--- src/rtl/spi_config_sequencer_if.sv ---
// Configuration request bus and SPI pins of the configuration sequencer.
// The sequencer (slave) takes the start request and config and drives the SPI pins.
interface spi_config_sequencer_if;
    logic        start;
    logic [4:0]  frame_mask;
    logic [15:0] cfg_out_en;
    logic [15:0] cfg_pwm_en;
    logic [7:0]  cfg_duty;
    logic        SCLK;
    logic        COPI;
    logic        nCS;
    logic        busy;
    logic        done;

    modport master (
        output start, frame_mask, cfg_out_en, cfg_pwm_en, cfg_duty,
        input  SCLK, COPI, nCS, busy, done
    );

    modport slave (
        input  start, frame_mask, cfg_out_en, cfg_pwm_en, cfg_duty,
        output SCLK, COPI, nCS, busy, done
    );
endinterface

--- src/rtl/spi_config_sequencer.sv ---
// Sweeps up to five 16-bit SPI write frames into the PWM/output-enable register bank
// from a config snapshot taken at start; SPI pins paced slowly for a 2-FF-synchronised peripheral.
module spi_config_sequencer #(
    parameter int unsigned HALF = 4,
    parameter int unsigned GAP  = 8
) (
    input  logic                    clk,
    input  logic                    rst_n,
    spi_config_sequencer_if.slave   bus
);
    localparam int unsigned SEG_W  = 8;
    localparam int unsigned BIT_W  = 4;
    localparam int unsigned FRM_W  = 3;
    localparam int unsigned NFRM   = 5;
    localparam int unsigned WORD_W = 16;

    typedef enum logic [2:0] {
        S_IDLE, S_CS_SETUP, S_BIT_A, S_BIT_B, S_BIT_C, S_CS_HOLD, S_GAP, S_DONE
    } state_t;

    state_t             state, state_d;
    logic [SEG_W-1:0]   seg, seg_d;
    logic [BIT_W-1:0]   bit_idx, bit_d;
    logic [FRM_W-1:0]   frm, frm_d;
    logic [NFRM-1:0]    pend, pend_d;
    logic [15:0]        oe_q, oe_d, pe_q, pe_d;
    logic [7:0]         duty_q, duty_d;
    logic               sclk_q, copi_q, ncs_q, busy_q, done_q;
    logic               sclk_d, copi_d, ncs_d, busy_d, done_d;
    logic [7:0]         data_sel;
    logic [WORD_W-1:0]  word;
    logic               seg_last, gap_last, start_ok;

    function automatic logic [FRM_W-1:0] lowest(input logic [NFRM-1:0] m);
        lowest = '0;
        for (int i = int'(NFRM) - 1; i >= 0; i--) begin
            if (m[i]) lowest = FRM_W'(i);
        end
    endfunction

    assign seg_last = (seg == SEG_W'(HALF - 1));
    assign gap_last = (seg == SEG_W'(GAP - 1));
    // The done cycle is still part of the sweep from the requester's view, so start is refused there.
    assign start_ok = (state == S_IDLE) && bus.start && !done_q;

    always_comb begin
        state_d  = state;
        seg_d    = seg;
        bit_d    = bit_idx;
        frm_d    = frm;
        pend_d   = pend;
        oe_d     = oe_q;
        pe_d     = pe_q;
        duty_d   = duty_q;
        sclk_d   = 1'b0;
        copi_d   = 1'b0;
        ncs_d    = 1'b1;
        busy_d   = 1'b0;
        done_d   = 1'b0;
        data_sel = '0;

        case (frm)
            3'd0:    data_sel = oe_q[7:0];
            3'd1:    data_sel = oe_q[15:8];
            3'd2:    data_sel = pe_q[7:0];
            3'd3:    data_sel = pe_q[15:8];
            default: data_sel = duty_q;
        endcase
        word = {1'b1, 7'(frm), data_sel};

        case (state)
            S_IDLE: begin
                if (start_ok) begin
                    oe_d   = bus.cfg_out_en;
                    pe_d   = bus.cfg_pwm_en;
                    duty_d = bus.cfg_duty;
                    seg_d  = '0;
                    if (bus.frame_mask == '0) begin
                        state_d = S_DONE;
                    end else begin
                        state_d = S_CS_SETUP;
                        frm_d   = lowest(bus.frame_mask);
                        pend_d  = bus.frame_mask & ~(NFRM'(1) << lowest(bus.frame_mask));
                        bit_d   = BIT_W'(WORD_W - 1);
                    end
                end
            end
            S_CS_SETUP, S_BIT_A, S_BIT_B: begin
                if (seg_last) begin
                    seg_d = '0;
                    case (state)
                        S_CS_SETUP: state_d = S_BIT_A;
                        S_BIT_A:    state_d = S_BIT_B;
                        default:    state_d = S_BIT_C;
                    endcase
                end else begin
                    seg_d = seg + SEG_W'(1);
                end
            end
            S_BIT_C: begin
                if (seg_last) begin
                    seg_d = '0;
                    if (bit_idx == '0) begin
                        state_d = S_CS_HOLD;
                    end else begin
                        bit_d   = bit_idx - BIT_W'(1);
                        state_d = S_BIT_A;
                    end
                end else begin
                    seg_d = seg + SEG_W'(1);
                end
            end
            S_CS_HOLD: begin
                if (seg_last) begin
                    seg_d   = '0;
                    state_d = (pend != '0) ? S_GAP : S_DONE;
                end else begin
                    seg_d = seg + SEG_W'(1);
                end
            end
            S_GAP: begin
                if (gap_last) begin
                    seg_d   = '0;
                    state_d = S_CS_SETUP;
                    frm_d   = lowest(pend);
                    pend_d  = pend & ~(NFRM'(1) << lowest(pend));
                    bit_d   = BIT_W'(WORD_W - 1);
                end else begin
                    seg_d = seg + SEG_W'(1);
                end
            end
            S_DONE:  state_d = S_IDLE;
            default: state_d = S_IDLE;
        endcase

        // Pins follow the current state one cycle later; bit_idx only moves on BIT_A entry.
        if (state inside {S_CS_SETUP, S_BIT_A, S_BIT_B, S_BIT_C, S_CS_HOLD}) begin
            ncs_d  = 1'b0;
            copi_d = word[bit_idx];
        end
        sclk_d = (state == S_BIT_B);
        busy_d = (state == S_IDLE) ? start_ok : (state != S_DONE);
        done_d = (state == S_DONE);
    end

    always_ff @(posedge clk or negedge rst_n) begin
        if (!rst_n) begin
            state   <= S_IDLE;
            seg     <= '0;
            bit_idx <= '0;
            frm     <= '0;
            pend    <= '0;
            oe_q    <= '0;
            pe_q    <= '0;
            duty_q  <= '0;
            sclk_q  <= 1'b0;
            copi_q  <= 1'b0;
            ncs_q   <= 1'b1;
            busy_q  <= 1'b0;
            done_q  <= 1'b0;
        end else begin
            state   <= state_d;
            seg     <= seg_d;
            bit_idx <= bit_d;
            frm     <= frm_d;
            pend    <= pend_d;
            oe_q    <= oe_d;
            pe_q    <= pe_d;
            duty_q  <= duty_d;
            sclk_q  <= sclk_d;
            copi_q  <= copi_d;
            ncs_q   <= ncs_d;
            busy_q  <= busy_d;
            done_q  <= done_d;
        end
    end

    assign bus.SCLK = sclk_q;
    assign bus.COPI = copi_q;
    assign bus.nCS  = ncs_q;
    assign bus.busy = busy_q;
    assign bus.done = done_q;
endmodule

--- src/flat_wrapper.sv ---
// flat-port wrapper written by rule: the top's interface ports become plain ports
module spi_config_sequencer_flat 
#(
    parameter int unsigned HALF = 4,
    parameter int unsigned GAP  = 8
)
  (clk, rst_n, bus_start, bus_frame_mask, bus_cfg_out_en, bus_cfg_pwm_en, bus_cfg_duty, bus_SCLK, bus_COPI, bus_nCS, bus_busy, bus_done);
  spi_config_sequencer_if bus_i ();
  input  logic clk;
  input  logic rst_n;
  input wire logic [$bits(bus_i.start)-1:0] bus_start;
  input wire logic [$bits(bus_i.frame_mask)-1:0] bus_frame_mask;
  input wire logic [$bits(bus_i.cfg_out_en)-1:0] bus_cfg_out_en;
  input wire logic [$bits(bus_i.cfg_pwm_en)-1:0] bus_cfg_pwm_en;
  input wire logic [$bits(bus_i.cfg_duty)-1:0] bus_cfg_duty;
  output wire logic [$bits(bus_i.SCLK)-1:0] bus_SCLK;
  output wire logic [$bits(bus_i.COPI)-1:0] bus_COPI;
  output wire logic [$bits(bus_i.nCS)-1:0] bus_nCS;
  output wire logic [$bits(bus_i.busy)-1:0] bus_busy;
  output wire logic [$bits(bus_i.done)-1:0] bus_done;
  assign bus_i.start = bus_start;
  assign bus_i.frame_mask = bus_frame_mask;
  assign bus_i.cfg_out_en = bus_cfg_out_en;
  assign bus_i.cfg_pwm_en = bus_cfg_pwm_en;
  assign bus_i.cfg_duty = bus_cfg_duty;
  assign bus_SCLK = bus_i.SCLK;
  assign bus_COPI = bus_i.COPI;
  assign bus_nCS = bus_i.nCS;
  assign bus_busy = bus_i.busy;
  assign bus_done = bus_i.done;
  spi_config_sequencer #(.HALF(HALF), .GAP(GAP)) u_core (.clk(clk), .rst_n(rst_n), .bus(bus_i));
endmodule
--- config.mk ---
export PLATFORM = sky130hd
export DESIGN_NAME = spi_config_sequencer_flat
export DESIGN_NICKNAME = d
export VERILOG_FILES = /design/src/rtl/spi_config_sequencer_if.sv /design/src/rtl/spi_config_sequencer.sv /design/src/flat_wrapper.sv
export SDC_FILE = /design/constraint.sdc
export NUM_CORES = 1
export LEC_CHECK = 0
export CORE_UTILIZATION = 30
export DETAILED_ROUTE_END_ITERATION = 10
export PLACE_DENSITY = 0.57
export SLEW_MARGIN = 20
export SYNTH_ARGS = -nofsm -noshare
export SYNTH_HDL_FRONTEND = slang
export SYNTH_SLANG_ARGS = --single-unit
--- constraint.sdc ---
create_clock -name clk -period 5.16 [get_ports clk]
set_input_delay 0.774 -clock clk [delete_from_list [all_inputs] [get_ports clk]]
set_output_delay 0.774 -clock clk [all_outputs]
set_load 0.02 [all_outputs]
### Word level (Yosys, flattened, before mapping)

Cells that the tools add are included.

| word-level totals | value |
|---|---|
| flip-flop bits (word level) | 68 |
| input port bits | 48 |
| output and inout port bits | 5 |
| word-level logic and storage cells | 107 |

| operators by class | value |
|---|---|
| add/subtract/negate cells | 2 |
| magnitude comparators | 1 |
| equality and inequality tests | 20 |
| shifts and indexed selects | 2 |
| muxes and demuxes | 46 |
| bitwise gates (word level) | 4 |
| reductions and logical operators | 19 |

Operators by type and width:

| operator | count |
|---|---|
| $mux 3 | 22 |
| $pmux 8 s4 | 1 |
| $mux 8 | 3 |
| $pmux 8 s3 | 1 |
| $mux 4 | 5 |
| $pmux 3 s6 | 1 |
| $mux 5 | 3 |
| $eq 3x2->1 const B | 4 |
| $eq 3x3->1 const B | 4 |
| $pmux 3 s2 | 2 |
| $pmux 4 s3 | 1 |
| $and 5x5->5 | 2 |
| $ne 2x1->1 const B | 5 |
| $not 5->5 | 2 |
| $pmux 5 s2 | 1 |
| $reduce_bool 5->1 | 2 |
| $shl 1x3->5 const A | 2 |
| $add 8x1->8 const B | 1 |
| $eq 8x2->1 const B | 1 |
| $eq 8x3->1 const B | 1 |
| $eq 3x1->1 const B | 2 |
| $logic_not 3->1 | 2 |
| $reduce_and 6->1 | 1 |
| $reduce_bool 3->1 | 2 |
| other kinds (16) | 23 |

### Depth between registers and ports, before layout

Gate-level depths: netlist of run 1.

| depth | value |
|---|---|
| depth in word-level cells | 14 |
| gate-level depth with buffers | 8 |
| mapped depth without buffers | 7 |

### Worst setup path before layout of run 1

Ideal clock, no wire load.

| timing | value |
|---|---|
| path type | input port to flip-flop |
| start point | input bus_frame_mask[1] |
| end point | register u_core.bit_idx[2] |
| library setup time | 0.082 ns |
| arrival | 2.079 ns |
| required time | 5.078 ns |
| setup slack | 2.999 ns |
| cell stages on the path | 5 |
| buffers on the path | 0 |
| cells stage by stage | or4_1 -> nor3_4 -> a211oi_2 -> and2_1 -> a31oi_1 |

| on the way | value |
|---|---|
| word-level cells in the longest chain between the ends | 3 |

RTL lines:

| item | line | RTL |
|---|---|---|
| start, declared | flat_wrapper.sv:12 | `input wire logic [$bits(bus_i.frame_mask)-1:0] bus_frame_mask;` |
| $logic_not 5->1 | spi_config_sequencer.sv:78 | `if (bus.frame_mask == '0) begin` |
| $ne 2x2->1 (no line) | - |  |
| $reduce_and 6->1 (no line) | - |  |
| end signal, assigned | spi_config_sequencer.sv:164 | `bit_idx <= bit_d;` |
| end, declared | spi_config_sequencer.sv:23 | `logic [BIT_W-1:0] bit_idx, bit_d;` |

Every way passes these cells.
A chain may end at the register's enable or synchronous reset.

### Worst setup path in the final report of run 1

| timing | value |
|---|---|
| start point | input bus_start |
| end point | register u_core.pend[2] |

| on the way | value |
|---|---|
| word-level cells in the longest chain between the ends | 4 |

RTL lines:

| item | line | RTL |
|---|---|---|
| start, declared | flat_wrapper.sv:11 | `input wire logic [$bits(bus_i.start)-1:0] bus_start;` |
| $logic_and 1x1->1 (2 in series) | spi_config_sequencer.sv:44 | `assign start_ok = (state == S_IDLE) && bus.start && !done_q;` |
| $ne 2x1->1 (no line) | - |  |
| $reduce_and 4->1 (no line) | - |  |
| end signal, assigned | spi_config_sequencer.sv:166 | `pend <= pend_d;` |
| end, declared | spi_config_sequencer.sv:25 | `logic [NFRM-1:0] pend, pend_d;` |

Every way passes these cells.

==> results.tsv, run 1 <==
metric	value	unit
Cells after Synth	292	
Syn Area/Cell	11.97	um^2
filler cell count	1099	
Yosys top cell by area	dfrtp_1	
Pwr per Cell Area	278.3	nW/um^2
Worst-Margin Slew	1.055	ns
Fin Hold WS	0.4978	ns
hold buffers post-CTS	0	
Critical Path RT	5.38	ns
routed wire length	7452	um
PostCTS Resize Cnt	0	
Fin. Hold Viols	0	
Core Region	11370	um^2
Area contributors post-synth	dfrtp_1, mux2_2, mux4_2	
diode count	0	
Worst Hold Class	flip-flop to flip-flop	
H-tree depth	3	
CP max FO	43	
Tcrit/Tclk final	0.5861	
clock insertion delay at the later pin of the skew report	0.33	ns
chip height	110.0	um
ratio of cells with drive above 1 in the final layout	0.2277	
GPL Wtd Cong	0.7992	
Vias per Instance	5.057	
cell count of the worst reg-to-reg path	5	
worst reg2reg path startpoint	u_core.state[2]$_DFFE_PN0P_	
fin nets	394	
CP Capture Type	flip-flop	
Ys Warns	0	
Rows	39	
crit path cell chain	clkdlybuf4s50_1 -> nor2b_1 -> nand2_2 -> a211oi_2 -> o21ai_1 -> a22o_1	
DRT iter0 DRCs	100	
setup bufs post-CTS	0	
total track usage	0.1344	
Die W	110.0	um
initial antenna violation count	0	
RSZ-0062 raised after global routing	no	
Initial Util	0.3075	
slowest stage delay, CP	0.71	ns
Setup TNS	0	ns
Crit Path Class	input pin to flip-flop	
number of global-route vias before repair	2420	
FF-to-FF setup slack	2.27	ns
arrival time worst endpoint	3.24	ns
Max-cap violations	0	
area share of the largest cell type after synthesis	0.4796	
final setup fails	0	
startpoint types	input pin	
# port buffers	52	
# IOs	53	
reg2reg end	u_core.pend[2]$_DFFE_PN0P_	
Worst Hold Endpoint	u_core.pe_q[4]$_DFFE_PN0P_	
VDD IR max	0.0001271	V
Clk pin slew, worst setup/hold paths	0.06	ns
Post-DRT Antenna Nets	0	
Post-synth ARST share	1.000	
crit path time final	3.024	ns
sequential area share after synthesis	0.4871	
Fmax	0.3306	GHz
CTS tree	built	
Cell variety after synth	55	
Power Total	1.238	mW
GRT overflow	0	
clk sinks	68	
via count	2478	
CP max-delay cell	a211oi_2	
Mapped Nets	344	
kind of cell adding the most delay to the critical path	compound AO/OA/AOI/OAI gates	
largest net degree at the start of global routing	69	
TritonCTS Buffers	9	
fin. max-slew vios	0	
total die area	12090	um^2
synthesized cell area	3496	um^2
Final Skew	0.006756	ns
Post-synth EDFFs	0	
DR DRC count	1	
Buf/Inv on CP	1	
top_reg_cell synth	dfrtp_1	
DR pass1 iterations	7	
leakage	1.947	nW
DPL Wire Length	5310	um
synthesis-to-finish area growth	27.24	%
CTS root buffer	clkbuf_16	
DR WL/cell	15.21	um
hold_sp	u_core.pe_q[4]$_DFFE_PN0P_	
failing checks	design-rule violations	
Max-slew headroom	0.2940	
first-pass GRT wire length	12300	um
outcome	finished with violations	
flops & latches, synth	68	
Util after Layout	0.3912	
Max clock buf depth	2	
hold path depth	1	
[how the worst max path moves through the flow]
stage	start	end	slack (ns)	cells after the start
final	bus_start	u_core.pend[2]$_DFFE_PN0P_	2.14	6
after floorplan	bus_frame_mask[1]	u_core.bit_idx[2]$_DFFE_PN0P_	3.00	5
after global routing	bus_start	u_core.pend[2]$_DFFE_PN0P_	1.85	6
after CTS	bus_start	u_core.pend[2]$_DFFE_PN0P_	2.09	6
after detailed placement	bus_start	u_core.pend[2]$_DFFE_PN0P_	1.77	6
after global placement	bus_start	u_core.pend[2]$_DFFE_PN0P_	1.81	6
[synth_stat cells, drive strengths merged, types with 3 or more instances]
master / instances
a211oi: 3
a21oi: 12
a221oi: 3
a22o: 7
a31oi: 5
a32o: 3
and3: 4
buf: 10
clkbuf: 4
dfrtp: 67
ha: 4
inv: 8
mux2: 41
mux2i: 7
mux4: 8
nand2: 12
nand2b: 5
nand3: 4
nor2: 21
nor2b: 7
nor3: 8
o211ai: 4
o21ai: 10
o31ai: 6
[layout make-up]
cell class / instances / area, um^2 / area share
Multi-Input combinational cell: 202 / 1705 / 0.3834
Sequential cell: 68 / 1703 / 0.3828
Timing Repair Buffer: 53 / 523.0 / 0.1176
Clock buffer: 9 / 225.2 / 0.05063
Tap cell: 143 / 178.9 / 0.04023
Clock inverter: 7 / 82.58 / 0.01857
Inverter: 8 / 30.03 / 0.006751
[layer usage]
layer / share of wire / track usage / up-vias
met1: 0.48 / 0.1952 / 1214
met4: 0.012 / 0.05143 / 0
met3: 0.036 / 0.02608 / 7
met5: 0 / 0 / -
met2: 0.47 / 0.1960 / 53
li1: - / - / 1204
[per-stage QoR]
| step | worst slack (ns) | area [um^2] | std cells |
|---|---|---|---|
| 6_report | 2.136 | 4448 | 490 |
| 5_1_grt | 1.854 | 4448 | 490 |
| 4_1_cts | 2.094 | 4448 | 490 |
| 3_5_place_dp | 1.774 | 4140 | 474 |
| 3_3_place_gp | 1.806 | 4140 | 474 |
| 2_1_floorplan | 2.999 | 3496 | 292 |
[kinds of logic (layout without fill, tap and decap cells)]
kind of cell / count (synthesis) / count (layout) / share of synthesized area
simple gates: 75 / 75 / 0.1242
mux: 56 / 56 / 0.2036
buf+inv: 22 / 77 / 0.02505
compound gates: 66 / 66 / 0.1432
xor+xnor: 1 / 1 / 0.002506
flops: 68 / 68 / 0.4871
fa+ha+maj: 4 / 4 / 0.01432
[report_power, final]
group	internal (mW)	total, mW	switching (mW)
logic	0.0382	0.0611	0.0229
clock network	0.383	0.636	0.253
registers	0.536	0.541	0.00508
[flip-flops by register name (all words and copies together) (netlist names)]
register	count
u_core.duty_q	8
u_core.pe_q	16
u_core.seg	8
u_core.state	3
u_core.bit_idx	4
u_core.pend	5
u_core.frm	3
u_core.bus.COPI	1
u_core.bus.nCS	1
u_core.bus.busy	1
u_core.bus.SCLK	1
u_core.oe_q	16
u_core.bus.done	1
[cells in the final DEF, fill, tap and decap left out, types with 2 or more instances in the layout]
| master | Yosys | final |
|---|---|---|
| a211oi_2 | 2 | 2 |
| a21oi_1 | 12 | 12 |
| a221oi_1 | 3 | 3 |
| a22o_1 | 7 | 7 |
| a31oi_1 | 5 | 5 |
| a32o_1 | 3 | 3 |
| and3_1 | 4 | 4 |
| clkbuf_16 | 0 | 9 |
| clkdlybuf4s50_1 | 0 | 51 |
| clkinvlp_4 | 0 | 2 |
| dfrtp_1 | 67 | 67 |
| ha_1 | 4 | 4 |
| inv_1 | 8 | 8 |
| inv_6 | 0 | 3 |
| mux2_2 | 41 | 41 |
| mux2i_1 | 7 | 7 |
| mux4_2 | 8 | 8 |
| nand2_1 | 11 | 11 |
| nand2b_1 | 5 | 5 |
| nand3_1 | 4 | 4 |
| nor2_1 | 21 | 21 |
| nor2b_1 | 7 | 7 |
| nor3_1 | 6 | 6 |
| nor3_4 | 2 | 2 |
| nor4_1 | 2 | 2 |
| o211ai_1 | 3 | 3 |
| o21ai_0 | 7 | 7 |
| o21ai_1 | 3 | 3 |
| o22ai_1 | 2 | 2 |
| o31ai_1 | 6 | 6 |
| o32a_1 | 2 | 2 |
| or3_1 | 2 | 2 |
No activity file was read; power rests on OpenSTA's default activity.
==> run 2, diff against run 1 <==
==> constraint.sdc (replaced) <==
create_clock -name clk -period 2.9 [get_ports clk]
set_input_delay 0.435 -clock clk [delete_from_list [all_inputs] [get_ports clk]]
set_output_delay 0.435 -clock clk [all_outputs]
set_load 0.02 [all_outputs]
==> run 2 against run 1 <==
Largest cell class unchanged. Non-clock buffer count up 2. The flow still finishes with violations (design-rule violations). Power up 77%. Flip-flop and latch count unchanged. Critical path type is now flip-flop to flip-flop. Sequential share of layout area down 0.25 points. Worst hold slack worse by 0.34 ns. Register-to-register slack worse by 1.7 ns. First-iteration DRC count up 32%.
==> results.tsv, run 2 (synthesized netlist as in run 1, its figures left out) <==
metric	value	unit
# port buffers	52	
crit path to	u_core.pend[2]$_DFFE_PN0P_	
fin nets	396	
total die area	12090	um^2
GRT overflow	0	
switch share	0.2205	
CTS tree	built	
outcome	finished with violations	
Max-cap violations	0	
startpoint types	flip-flop	
cell count of the worst reg-to-reg path	6	
Tcrit/Tclk final	0.7999	
crit path time final	2.320	ns
DR DRC count	1	
CP max FO	10	
Placed Instances	476	
# IOs	53	
Max-slew headroom	0.5339	
Die W	110.0	um
commonest non-fill, non-tap cell in the layout	dfrtp_1	
Max clock buf depth	2	
arrival time worst endpoint	2.53	ns
Core Region	11370	um^2
Pint	1.704	mW
Crit Path Class	flip-flop to flip-flop	
Worst-Margin Slew	0.6991	ns
DR WL/cell	15.62	um
Fmax	0.4311	GHz
leakage	1.965	nW
initial antenna violation count	0	
synthesis-to-finish area growth	28.06	%
GPL Wtd Cong	0.7852	
NetSw	0.4820	mW
DRT iter0 DRCs	132	
via count	2486	
Placed Area	4168	um^2
Final Skew	0.004007	ns
first-pass GRT wire length	12810	um
Worst Hold Class	input pin to async pin	
VDD IR max	0.0002442	V
total track usage	0.1398	
clock insertion delay at the later pin of the skew report	0.33	ns
Clk pwr share	0.508	
Post-DRT Antenna Nets	0	
routed wire length	7685	um
TritonCTS Buffers	9	
number of global-route vias before repair	2456	
hold buffers post-CTS	0	
Crit. Startpoint	u_core.seg[0]$_DFFE_PN0P_	
design area	4477	um^2
Pwr per Cell Area	488.3	nW/um^2
Setup TNS	0	ns
CP Capture Type	flip-flop	
clk sinks	68	
Vias per Instance	5.053	
failing checks	design-rule violations	
PostCTS Resize Cnt	0	
chip height	110.0	um
Regs by FF count	u_core.oe_q x16, u_core.pe_q x16	
worst reg2reg path startpoint	u_core.seg[0]$_DFFE_PN0P_	
DPL Wire Length	5395	um
Critical Path RT	3.11	ns
Initial Util	0.3075	
commonest non-fill, non-tap cells in the layout	dfrtp_1, clkdlybuf4s50_1, mux2_2, nor2_1, a21oi_1	
diode count	0	
ratio of cells with drive above 1 in the final layout	0.2321	
DR pass1 iterations	8	
fin. max-slew vios	0	
Flop pwr share	0.441	
H-tree depth	3	
largest net degree at the start of global routing	41	
setup bufs post-CTS	0	
Logic pwr share	0.051	
final setup fails	0	
final non-filler cell total	492	
reg2reg end	u_core.pend[2]$_DFFE_PN0P_	
CTS root buffer	clkbuf_16	
FF-to-FF setup slack	0.58	ns
Clk pin slew, worst setup/hold paths	0.06	ns
Fin. Hold Viols	0	
RSZ-0062 raised after global routing	no	
Rows	39	
[run 2: cell count changes in the layout (fill, tap and decap cells not counted), sizes merged]
cell      delta
buf          +2
clkinv       +2
clkinvlp     -1
inv          -1
[run 2: critical path, cell delays in order (launching register included)]
cell and delay [ns]:
dfrtp_1 0.38, ha_1 0.23, nor4b_4 0.32, nand4_2 0.26, a211oi_2 0.61, o21ai_1 0.14
a22o_1 0.26
[run 2: power groups by stage]
| stage | logic (mW) | registers [mW] | clock network (mW) |
|---|---|---|---|
| finish | 0.111 | 0.964 | 1.11 |
| global route | 0.122 | 0.964 | 1.18 |
| CTS | 0.114 | 0.964 | 1.15 |
| detailed placement | 0.113 | 0.981 | 0 |
| global placement | 0.113 | 0.981 | 0 |
| floorplan | 0.0222 | 0.976 | 0 |
[run 2: routing by layer]
| layer | wire length, um | GRT usage | vias up |
|---|---|---|---|
| met5 | 0 | 0 | - |
| met4 | 90 | 0.06476 | 0 |
| met3 | 304 | 0.02608 | 11 |
| met2 | 3551 | 0.1987 | 55 |
| met1 | 3738 | 0.2036 | 1211 |
| li1 | - | - | 1209 |
[run 2: layout make-up]
| cell class | count | area (um^2) |
|---|---|---|
| clock buffer | 9 | 225.2 |
| clock inverter | 7 | 83.83 |
| fill | 1075 | 6893 |
| inverter | 8 | 30.03 |
| multi-input combinational | 202 | 1705 |
| sequential | 68 | 1703 |
| tap | 143 | 178.9 |
| timing repair buffer | 55 | 550.5 |
[run 2: worst min-delay path by stage]
| stage | start | to | cells after the start |
|---|---|---|---|
| after detailed placement | u_core.pe_q[1]$_DFFE_PN0P_ | u_core.pe_q[1]$_DFFE_PN0P_ | 1 |
| after global routing | rst_n | u_core.oe_q[6]$_DFFE_PN0P_ | 1 |
| final | rst_n | u_core.oe_q[0]$_DFFE_PN0P_ | 1 |
| after global placement | u_core.pe_q[7]$_DFFE_PN0P_ | u_core.pe_q[7]$_DFFE_PN0P_ | 1 |
| after floorplan | rst_n | u_core.bit_idx[0]$_DFFE_PN0P_ | 0 |
| after CTS | rst_n | u_core.pe_q[2]$_DFFE_PN0P_ | 1 |
[run 2: metrics by stage]
step             util  worst slack, ns  hold WS, ns  total power, mW
2_1_floorplan       -           0.9251       0.1394           0.9982
4_1_cts        0.3937           0.5852       0.1686            2.223
6_report       0.3937           0.5803       0.1534            2.186
3_5_place_dp   0.3666           0.4517       0.4878            1.094
5_1_grt        0.3937           0.3789       0.2048            2.268
3_3_place_gp   0.3666           0.4748       0.4836            1.093
==> RTL change 1 (settings of run 2) <==
The localparam `BIT_W` goes from 4 to 3.
--- a/src/rtl/spi_config_sequencer.sv
+++ b/src/rtl/spi_config_sequencer.sv
@@ -9,7 +9,7 @@
     spi_config_sequencer_if.slave   bus
 );
     localparam int unsigned SEG_W  = 8;
-    localparam int unsigned BIT_W  = 4;
+    localparam int unsigned BIT_W  = 3;
     localparam int unsigned FRM_W  = 3;
     localparam int unsigned NFRM   = 5;
     localparam int unsigned WORD_W = 16;
Function: changed (Yosys sat finds a counterexample within 4 cycles, from zero or initial values and one cycle with rst_n low).
==> RTL change 1 against run 2 <==
- worst setup slack lost 0.14 ns
- largest cell class is now registers
- first-iteration DRC count fell by 9.1%
- routed wire length fell by 5.4%
- sequential cell count is 1 lower
- design area decreased by 2.7%
- highest routed layer unchanged
- synthesized cell count up 2.4%
- synthesized area is 2.9% lower
- power decreased by 1.6%
- die area decreased by 2.9%
- global-route usage fell by 0.13 points
- hold slack lost 0.052 ns
- fmax is 5.8% lower
- clock skew increased by 0.0069 ns
- sequential power decreased by 3.0%
==> RTL change 1: results (changes against run 2) <==
.. list-table::
   :header-rows: 1

   * - Metric
     - Value
   * - Length of the first detailed-routing pass in iterations
     - 4 (-4)
   * - Pleak
     - 0.00193 uW (-2.0%)
   * - DR vias
     - 2,512 (+1.0%)
   * - Post-CTS Setup Inserts
     - 0 (unchanged)
   * - Number of global-route vias before repair
     - 2,627 (+7.0%)
   * - Number of nets at the end of the flow
     - 400 (+1.0%)
   * - Commonest cells in the synthesized netlist
     - 66 x sky130_fd_sc_hd__dfrtp_1, 44 x sky130_fd_sc_hd__mux2_2, 23 x sky130_fd_sc_hd__nand2_1
   * - Overall fraction of global-route tracks in use
     - 13.9% (-0.13 points)
   * - Crit Path Max Fanout
     - 11 (+1)
   * - Setup skew after layout
     - 0.0109 ns (+0.00686 ns)
   * - Maximum number of pins on one net before global-route repair
     - 68 (+66%)
   * - Post-DP HPWL
     - 5.04 mm (-6.5%)
   * - Fraction of the mapped netlist area in compound gates
     - 11.8% (-2.5 points)
   * - R2R Path Start
     - u_core.seg[0]
   * - Smallest hold slack
     - 0.102 ns (-0.0517 ns)
   * - Worst setup slack for register-to-register paths
     - 0.44 ns (-0.14 ns)
   * - Total net switching power
     - 457 uW (-5.1%)
   * - Xor/xnor share of the synthesized area
     - 0.516% (+0.27 points)
   * - Power dissipated in sequential cells
     - 935 uW (-3.0%)
   * - Combinational group share of total power
     - 4.6% (-0.5 points)
   * - CP max stage cell
     - sky130_fd_sc_hd__a21oi_1
   * - Initial antenna violation count
     - 0 (unchanged)
   * - First-pass GRT wire length
     - 12.6 mm (-1.7%)
   * - Number of distinct library cell variants in the gate-level netlist after synthesis
     - 47 (-15%)
   * - Routed len/inst
     - 14.7 um (-5.8%)
   * - Fill cell instance count of the final layout
     - 1,078 (+0.28%)
   * - Largest buffer count on any clock path
     - 2 (unchanged)
   * - Max IR drop VDD
     - 343 uV (+40%)
   * - Worst max-slew margin expressed relative to the limit
     - 51.3% (-2.1 points)
   * - Ranking of synthesized cells by area
     - sky130_fd_sc_hd__dfrtp_1 49%, sky130_fd_sc_hd__mux2_2 15%, sky130_fd_sc_hd__mux4_2 5.3%, sky130_fd_sc_hd__nand2_1 2.5%, sky130_fd_sc_hd__a21oi_1 2.1%
   * - Iteration-0 DRC Markers
     - 120 (-9.1%)
   * - Arithmetic-cell share of the synthesized area counting full adders, half adders and majority gates
     - 1.11% (-0.33 points)
   * - Yosys warnings
     - 0 (unchanged)
   * - Number of buffers created by CTS
     - 9 (unchanged)
   * - Resized cells post-CTS
     - 0 (unchanged)
   * - Fraction of layout instances using a drive strength above 1
     - 22.9% (-0.33 points)
   * - Worst endpoint data arrival time
     - 2.66 ns (+0.13 ns)
   * - Final weighted congestion in routability-driven placement
     - 0.811 (+3.3%)
   * - Share of synthesized area occupied by flip-flops and latches
     - 49.4% (+0.72 points)
   * - Run status
     - complete, no violations
   * - Share of cell area taken by muxes after synthesis
     - 20.5% (+0.13 points)
   * - Post-Synthesis Net Count
     - 350 (+1.7%)
-- RTL change 1: cell count changes in the layout (fill, tap and decap cells not counted), sizes merged, moves of 3 or more --
cell,change
nor3,-3
o2bb2ai,+4
nand3,+7
o22ai,+3
mux2i,-5
a22o,-6
nand4,+3
o31ai,-4
nor2,-5
a2bb2oi,+3
mux2,+3
nand2,+11
a31oi,+4
-- RTL change 1: how the worst max path moves through the flow --
| stage | start | to | slack (ns) | depth (start not counted) |
|---|---|---|---|---|
| floorplan | bus_frame_mask[0] | u_core.bit_idx[1] | 1.06 | 5 |
| global placement | bus_start | u_core.pend[2] | 0.41 | 6 |
| detailed placement | bus_start | u_core.pend[3] | 0.35 | 6 |
| CTS | u_core.seg[0] | u_core.pend[2] | 0.48 | 6 |
| global route | u_core.seg[0] | u_core.pend[2] | 0.18 | 6 |
| finish | u_core.seg[0] | u_core.pend[2] | 0.44 | 6 |
-- RTL change 1: layout make-up --
cell class / count / area share, %
clock buffers: 10 / 5.49
well taps: 140 / 4.02
clock inverters: 6 / 1.64
multi-input cells: 204 / 36.6
inverters: 11 / 0.948
flip-flops and latches: 67 / 38.5
repair buffers: 56 / 12.8
-- RTL change 1: through the flow --
step	util (%)	total power, uW	area, um^2	std cells	setup WS (ns)
after floorplan	-	960	3390	299	1.06
after global placement	37.0	1050	4050	478	0.410
after detailed placement	37.0	1050	4050	478	0.355
after CTS	39.8	2180	4360	494	0.479
after global routing	39.8	2230	4360	494	0.179
final	39.8	2150	4360	494	0.438
-- RTL change 1: layer usage --
layer,global-route usage (%),share of wire [%],vias to the layer above
li1,-,-,1212
met1,17.9,46,1234
met2,22.5,47,59
met3,4.10,5.3,7
met4,3.86,1.0,0
met5,0,0,-
==> RTL change 2 (settings of run 2) <==
Without the edit above. Make the reset (`rst_n`) synchronous in one clocked block.
--- a/src/rtl/spi_config_sequencer.sv
+++ b/src/rtl/spi_config_sequencer.sv
@@ -143,7 +143,7 @@
         done_d = (state == S_DONE);
     end
 
-    always_ff @(posedge clk or negedge rst_n) begin
+    always_ff @(posedge clk) begin
         if (!rst_n) begin
             state   <= S_IDLE;
             seg     <= '0;
Check against the original RTL: differs if rst_n is asserted again (counterexample within 4 cycles, from zero or initial values and one cycle with rst_n low); with rst_n held inactive, the same outputs for 10 cycles.
==> RTL change 2 against run 2 <==
- die area is 4.7% lower
- sequential cell count stayed put
- synthesized cell count is 42% higher
- worst setup slack better by 0.093 ns
- design area is 6.8% lower
- highest routed layer unchanged
- routed wire length is 8.5% higher
- synthesized area is 4.8% lower
Power is not compared: it rests on default switching activity, and its combinational part moved more than twofold at a synthesized area within 25%.
==> RTL change 2: results (changes against run 2) <==
.. list-table::
   :header-rows: 1

   * - Metric
     - Value
   * - Run status
     - complete, no violations
   * - Met1 Usage GRT
     - 21.2% (+0.88 points)
   * - Worst slew pin tran
     - 0.650 ns (-0.0492 ns)
   * - Number of nets at the end of the flow
     - 511 (+29%)
   * - Detailed route wirelength on metal2
     - 3.75 mm (+5.7%)
   * - First-pass GRT wire length
     - 13.8 mm (+7.4%)
   * - Share of synthesized area occupied by flip-flops and latches
     - 40.9% (-7.8 points)
   * - Crit Path Max Fanout
     - 16 (+6)
   * - Met2 layer usage reported by global route
     - 23.1% (+3.2 points)
   * - Clock latency at the later pin of the worst-skew pair
     - 0.35 ns (+0.02 ns)
   * - Setup slack at placement
     - 0.401 ns (-0.0504 ns)
   * - Average cell area after synthesis
     - 8.00 um^2 (-33%)
   * - Iteration-0 DRC Markers
     - 182 (+38%)
   * - Commonest cells in the synthesized netlist
     - 99 x sky130_fd_sc_hd__nand2_1, 68 x sky130_fd_sc_hd__dfxtp_1, 48 x sky130_fd_sc_hd__a21oi_1
   * - Total detailed-routing wirelength
     - 8.34 mm (+8.5%)
   * - Async S/R FF share, synth
     - 0% (-100 points)
   * - Maximum number of pins on one net before global-route repair
     - 49 (+20%)
   * - Global-route met3 utilization
     - 2.48% (-0.13 points)
   * - Ranking of synthesized cells by area
     - sky130_fd_sc_hd__dfxtp_1 41%, sky130_fd_sc_hd__nand2_1 11%, sky130_fd_sc_hd__a21oi_1 7.2%, sky130_fd_sc_hd__mux4_2 4.1%, sky130_fd_sc_hd__nor2_1 3.2%
   * - Fraction of layout instances using a drive strength above 1
     - 9.48% (-14 points)
   * - Number of distinct library cell variants in the gate-level netlist after synthesis
     - 52 (-5.5%)
   * - Number of global-route vias before repair
     - 2,806 (+14%)
   * - Routed length on met3
     - 320 um (+5.3%)
   * - Total instance count after detailed placement
     - 588 (+24%)
   * - Post-Synthesis Net Count
     - 468 (+36%)
   * - Post-DP HPWL
     - 5.99 mm (+11%)
   * - Library cell used as clock root buffer
     - sky130_fd_sc_hd__clkbuf_8
   * - Setup skew after layout
     - 0.0109 ns (+0.00687 ns)
   * - Cell taking the most area after synthesis
     - sky130_fd_sc_hd__dfxtp_1
   * - Count of placed standard cells in the final layout, fillers left out
     - 604 (+23%)
   * - Final weighted congestion in routability-driven placement
     - 0.839 (+6.8%)
   * - Detailed-route wire length on metal 1
     - 4.15 mm (+11%)
   * - Via count normalized by instance count
     - 5.12 (+1.3%)
   * - Clock transition time at the flip-flop clock pins of the worst setup and hold paths
     - 0.08 ns (+0.02 ns)
   * - Fill cell instance count of the final layout
     - 1,160 (+7.9%)
   * - Length of the first detailed-routing pass in iterations
     - 5 (-3)
   * - Overall fraction of global-route tracks in use
     - 15.1% (+1.1 points)
   * - Worst endpoint data arrival time
     - 2.47 ns (-0.06 ns)
## RTL change 2: per-stage QoR
stage	instance area, um^2	util, %	power, uW
after floorplan	3330	-	2140
after global placement	3980	36.7	2480
after detailed placement	3980	36.7	2490
after CTS	4170	38.5	3280
after global routing	4170	38.5	3480
final	4170	38.5	3260
## RTL change 2: cell families after synthesis
kind of cell | synth area share [%]
adder cells (fa/ha/maj) | 1.50
buffers and inverters | 4.59
XOR/XNOR | 1.84
AND/OR/NAND/NOR | 26.1
AO/OA/AOI/OAI | 18.9
multiplexers | 6.20
flip-flops | 40.9
## RTL change 2: worst paths after layout
kind / start / endpoint / slack (ns) / cells after the start
worst min register to register: u_core.pe_q[5] / u_core.pe_q[5] / 0.46 / 2
worst max register to register: u_core.seg[0] / u_core.frm[1] / 0.67 / 6
worst max-delay path: u_core.seg[0] / u_core.frm[1] / 0.67 / 6
worst min-delay path: u_core.pe_q[5] / u_core.pe_q[5] / 0.46 / 2
## RTL change 2: final cells by class
| cell class | count | area [um^2] | share of cell area [%] |
|---|---|---|---|
| clock buffers | 9 | 124 | 2.97 |
| clock inverters | 7 | 73.8 | 1.77 |
| inverters | 10 | 37.5 | 0.899 |
| multi-input cells | 311 | 1820 | 43.5 |
| flip-flops and latches | 68 | 1360 | 32.6 |
| well taps | 140 | 175 | 4.20 |
| repair buffers | 59 | 586 | 14.0 |
## RTL change 2: critical path, cell delays in order (launching register included)
cell and delay (ns):
sky130_fd_sc_hd__dfxtp_1 0.38, sky130_fd_sc_hd__ha_1 0.24, sky130_fd_sc_hd__nor2b_1 0.39, sky130_fd_sc_hd__nand3_1 0.18, sky130_fd_sc_hd__o22ai_2 0.50, sky130_fd_sc_hd__o221ai_1 0.24, sky130_fd_sc_hd__o211a_1 0.18
